File: src/rtl/imul_stream_ctrl.sv
// imul_stream_ctrl: valid/ready front end for a fixed-latency pipelined multiplier.
// Tracks in-flight tokens and buffers every product so downstream stalls never drop a result.
module imul_stream_ctrl #(
    parameter int W     = 32,
    parameter int LAT   = 4,
    parameter int DEPTH = 8
) (
    input  logic         clk,
    input  logic         reset,
    input  logic         in_valid,
    output logic         in_ready,
    input  logic [W-1:0] in_a,
    input  logic [W-1:0] in_b,
    output logic [W-1:0] mul_in0,
    output logic [W-1:0] mul_in1,
    input  logic [W-1:0] mul_out,
    output logic         out_valid,
    input  logic         out_ready,
    output logic [W-1:0] out_data
);

    localparam int CW = $clog2(DEPTH + 1);
    localparam int IW = $clog2(LAT + 1);
    localparam int PW = (DEPTH > 1) ? $clog2(DEPTH) : 1;
    localparam int SW = $clog2(DEPTH + LAT + 1) + 1;

    logic [LAT-1:0] vpipe;
    logic [IW-1:0]  inflight;
    logic [CW-1:0]  count;
    logic [PW-1:0]  wr_ptr;
    logic [PW-1:0]  rd_ptr;
    logic [W-1:0]   mem [DEPTH];

    logic [SW-1:0]  credit_sum;
    logic           issue;
    logic           push;
    logic           pop;

    assign mul_in0 = in_a;
    assign mul_in1 = in_b;

    // Every issued token owns a FIFO slot from issue until pop, so the FIFO can never overflow.
    assign credit_sum = SW'(inflight) + SW'(count);
    assign in_ready   = reset && (credit_sum < SW'(DEPTH));

    assign issue     = in_valid && in_ready;
    assign push      = vpipe[LAT-1];
    assign out_valid = (count != '0);
    assign pop       = out_valid && out_ready;
    assign out_data  = out_valid ? mem[rd_ptr] : '0;

    always_ff @(posedge clk or negedge reset) begin
        if (!reset) begin
            vpipe    <= '0;
            inflight <= '0;
        end else begin
            // NOTE: non-blocking assignments make every stage take its neighbour's pre-edge value,
            // so the loop order does not matter and the chain shifts by exactly one per edge.
            vpipe[0] <= issue;
            for (int i = 1; i < LAT; i++) begin
                vpipe[i] <= vpipe[i-1];
            end
            case ({issue, push})
                2'b10:   inflight <= inflight + IW'(1);
                2'b01:   inflight <= inflight - IW'(1);
                default: inflight <= inflight;
            endcase
        end
    end

    always_ff @(posedge clk or negedge reset) begin
        if (!reset) begin
            count  <= '0;
            wr_ptr <= '0;
            rd_ptr <= '0;
        end else begin
            case ({push, pop})
                2'b10:   count <= count + CW'(1);
                2'b01:   count <= count - CW'(1);
                default: count <= count;
            endcase
            if (push) begin
                wr_ptr <= (wr_ptr == PW'(DEPTH - 1)) ? '0 : wr_ptr + PW'(1);
            end
            if (pop) begin
                rd_ptr <= (rd_ptr == PW'(DEPTH - 1)) ? '0 : rd_ptr + PW'(1);
            end
        end
    end

    // NOTE: the storage array has no reset; count gates out_data, so stale entries are never visible.
    always_ff @(posedge clk) begin
        if (push) begin
            mem[wr_ptr] <= mul_out;
        end
    end

endmodule
File: config.mk
export PLATFORM = sky130hd
export DESIGN_NAME = imul_stream_ctrl
export DESIGN_NICKNAME = d
export VERILOG_FILES = /design/src/rtl/imul_stream_ctrl.sv
export SDC_FILE = /design/constraint.sdc
export NUM_CORES = 1
export LEC_CHECK = 0
export ABC_AREA = 1
export CAP_MARGIN = 20
export CORE_MARGIN = 10
export CORE_UTILIZATION = 35
export CTS_CLUSTER_DIAMETER = 150
export DETAILED_ROUTE_END_ITERATION = 12
export PLACE_DENSITY = 0.52
export SLEW_MARGIN = 10
export SYNTH_ARGS = -nofsm -noshare
export SYNTH_HDL_FRONTEND = slang
export SYNTH_SLANG_ARGS = --single-unit
File: constraint.sdc
create_clock -name clk -period 5 [get_ports clk]
set_clock_uncertainty 0.2 [all_clocks]
set_input_delay 1 -clock clk [delete_from_list [all_inputs] [get_ports clk]]
set_output_delay 1 -clock clk [all_outputs]
set_load 0.005 [all_outputs]
After elaboration in Yosys (flattened, before gate mapping)
Memory sizes are Yosys's and may differ from the RTL's. Cells that the tools add are included.

$add $sub $neg: 7. Magnitude comparators: 1. Eq/ne operators: 6. Mux-type cells: 7. Reductions and logical operators: 6.

Operators with widths (count): $mux W32 (1); $add A3 B1 Y3 const B (3); $pmux W4 S2 (1); $eq A3 B3 Y1 const B (2); $mux W3 (2); $pmux W3 S2 (1); $add A3 B4 Y5 (1); $lt A5 B4 Y1 const B (1); $add A4 B1 Y4 const B (1); $eq A2 B1 Y1 const B (2); $eq A2 B2 Y1 const B (2); $reduce_bool A2 Y1 (2); $reduce_bool A4 Y1 (1); $sub A4 B1 Y4 const B (1); $logic_and A1 B1 Y1 (3); $sub A3 B1 Y3 const B (1); $mux W1 (2).

Bits in registers: 17. RAM bits: 256. Input port bits: 100. Output and inout bits: 98. Word-level logic and storage cells: 33. Memories kept: 1.

Memory list: mem (words 8, width 32, read ports 1, clocked after Yosys merged registers in 0, wr ports 1, line 32) `logic [W-1:0] mem [DEPTH];`.

Depth between registers and ports, before layout
Word-level depth: 6. Depth in mapped cells: 13. Depth with buffers taken out: 13.

Worst setup path before layout
OpenSTA, ideal clock, no wires.

Path kind: reg2reg. Start point: register vpipe[3]. End point: memory mem[1][0], enable pin. Setup time: 421 ps. Arrival time: 1915 ps. Required time: 4379 ps. Setup slack: 2463 ps. Cell stages (with the launch flop): 3. Path buffers: 0. Clock period less this slack: 2537 ps. Path through: dfrtp_1 -> nand2_1 -> nor2_1.

Longest elaborated chain between the ends: 2.

RTL lines: start, declared (line 27) `logic [LAT-1:0] vpipe;`; start signal, assigned by index (line 61) `vpipe[i] <= vpipe[i-1];`; $mux W1 (line 93) `if (push) begin`; $mux W1 (implied by the code) (line 94) `mem[wr_ptr] <= mul_out;`; end, declared (line 32).

No other way between the ends.

Worst setup path after layout
Start point: register rd_ptr[0]. End point: output port out_data[0].

Longest elaborated chain between the ends: 2.

RTL lines: start, declared (line 31) `logic [PW-1:0] rd_ptr;`; start signal, assigned (line 86) `rd_ptr <= (rd_ptr == PW'(DEPTH - 1)) ? '0 : rd_ptr + PW'(1);`; $mem_v2 Z8 W32; $mux W32 (line 50) `assign out_data = out_valid ? mem[rd_ptr] : '0;`; end, declared (line 19) `output logic [W-1:0] out_data`.

No other way between the ends.

==> flow_summary.yaml <==
route:
  vias_per_cell: 4.46
  drt_iter0_drc: 508
  wl_mm: 29.1
  route.detailed.drc: 0
  vias: 7923
  postRouteAntennaNets: 0
  first_pass_iters: 5
  routedWlPerCell_um: 16.4
floorplanning:
  initial_core_util: 0.354
  core_mm2: 0.0355
  ios: 198
  die_h_um: 209
  rows: 69
  die_x_um: 209
  die_area_mm2: 0.0439
sta:
  fmax_mhz: 227
  tightest_slew_ns: 0.952
  maxSlewHeadroom: 0.365
  finalHoldViolCount: 0
  slew_viol_final: 0
  period_share: 0.880
  setup_viol: 0
  finalSetupTns_ns: 0
  fin_crit_ns: 4.40
  rsz0062_at_grt: "false"
  timing.hold.ws_ns: 0.145
power_and_ir_drop:
  power.leakage_nw: 6.33
  p_total_mw: 7.64
  power_density_mw_per_mm2: 535
  peakVddDrop_v: 0.000316
grt:
  met3_usage: 0.0252
  grt_pass1_wl_mm: 44.9
  grt_antenna_before_repair: 4
  grt_max_degree: 77
  grt_pass1_vias: 7520
  grt_util_all_layers: 0.129
  grt_busiest_layer: "met2"
  met2_usage: 0.210
  overflow: 0
  grt_use_met1: 0.164
critical_path:
  worstPathCellList: "inv_4, buf_4, nand2_1, nand3_1, nand3_1, nand2_1, nor2_1, clkdlybuf4s50_1"
  worstReg2RegStart: "count[0]"
  startpoint_type: "flip-flop"
  cp.arrival_ns: 3.20
  cp_max_fo: 56
  crit_path_end_kind: "primary output"
  crit_type: "flip-flop to primary output"
  cp.required_ns: 3.80
  cp_slowest_cell: "dfrtp_4"
  cp_top_family: "buffers and inverters"
  cpPeakStageDelay_ns: 0.86
  crit_start: "rd_ptr[0]"
  path_buf_inv: 3
clock_tree:
  ctsResizeCount: 0
  postCtsSetupRepairBufs: 0
  insertion_delay_ns: 0.53
  htree_levels: 1
  clockBufferDepth: 3
  cts-root-buf: "clkbuf_16"
  cts_tree: "done"
  cts_hold_buf: 0
  numCtsBuffers: 30
  cts.sink_count: 273
  clk_pin_slew_ns: 0.06
flow_run:
  cap_viol_max_count: 0
yosys:
  synthesis.area_mm2: 0.0126
  synth_largest_area_cell: "edfxtp_1"
  ys_types: 21
  ys_seq_elements: 273
  yosys-top-cells-area: "edfxtp_1 (61%), nand2_1 (11%), inv_1 (8.2%)"
  synth_nets: 1396
  syn_inst: 1284
  ys_seq_area_frac: 0.646
  yosysWarnings: 0
  synth_area_per_cell_um2: 9.78
  synth_top_area_share: 0.612
finish:
  final_layout_size_suffix_gt1_frac: 0.0594
  mostFrequentLayoutCells: "nand2_1 (354), inv_1 (274), edfxtp_1 (256)"
  fill_cells: 3406
  fin_nets: 1401
  layout_commonest_cell: "nand2_1"
  utilization: 0.403
  syn2layout_area_growth_pct: 13.7
  final_cells: 1775
min_path:
  hold_class: "flip-flop to flip-flop"
  hold_start: "vpipe[0]"
outcome:
  outcome: "finished, final reports clean"
place:
  dp_cells: 1718
  port_buffers: 69
  gp_congestion: 0.725
  hpwl_mm: 16.9
flip-flops by register name (all words and copies together) (netlist names):
signal / flops
mem: 256
inflight: 3
vpipe: 4
count: 4
rd_ptr: 3
wr_ptr: 3
cells in the mapped netlist:
cell type and instances:
o22ai_1 1, nand2_1 354, o21ai_0 7, o21bai_1 1, xnor2_1 3, edfxtp_1 256
ha_1 10, buf_1 9, dfrtp_1 17, nor2_1 75, inv_1 274, buf_2 36
nand3_1 162, a21oi_1 1, clkbuf_1 6, buf_4 64, xor2_1 1, inv_2 2
or2_2 2, fa_1 2, a21boi_0 1
routing by layer:
metal | vias up | wire length, µm | part of all wire
li1 | 3958 | - | -
met1 | 3644 | 12700 | 0.44
met2 | 205 | 13500 | 0.46
met3 | 110 | 1660 | 0.057
met4 | 6 | 1240 | 0.042
met5 | - | 47 | 0.0016
cell type report:
class	count	area (µm²)	share of cell area
timing repair buffer	88	846	0.0592
tap	461	577	0.0404
multi-input combinational	620	2760	0.193
clock inverter	13	121	0.00850
antenna	1	2.50	0.000175
inverter	276	1040	0.0727
clock buffer	43	821	0.0575
sequential	273	8120	0.568
report_power, final:
| part | leakage [nW] | switching [mW] | internal [mW] |
|---|---|---|---|
| Clock | 0.454 | 0.866 | 1.24 |
| Sequential | 2.51 | 0.194 | 2.68 |
| Combinational | 3.36 | 1.57 | 1.10 |
kinds of logic (layout without fill, tap and decap cells):
logic type | after synthesis | count (layout) | synth area share
flops | 273 | 273 | 0.646
other cells | 0 | 1 | 0
fa+ha+maj | 12 | 12 | 0.0131
simple gates | 593 | 593 | 0.194
compound gates | 11 | 11 | 0.00488
buf+inv | 391 | 420 | 0.140
xor+xnor | 4 | 4 | 0.00279
final timing paths:
path	end	slack, ns	cells past startpoint
worst max-delay path	out_data[0]	0.60	8
worst min-delay path	vpipe[1]	0.15	0
worst max register to register	count[3]	2.16	12
worst min register to register	vpipe[1]	0.15	0
max in group asynchronous	rd_ptr[0]	3.79	2
min in group asynchronous	count[0]	0.59	2
metrics by stage:
| step | setup slack (ns) | cell area [µm²] |
|---|---|---|
| finish | 0.598 | 14300 |
| global route | 0.364 | 14300 |
| CTS | 0.549 | 14300 |
| detailed placement | 1.14 | 13300 |
| global placement | 1.16 | 13300 |
| floorplan | 2.46 | 12600 |
No activity file was read; power rests on OpenSTA's default activity.
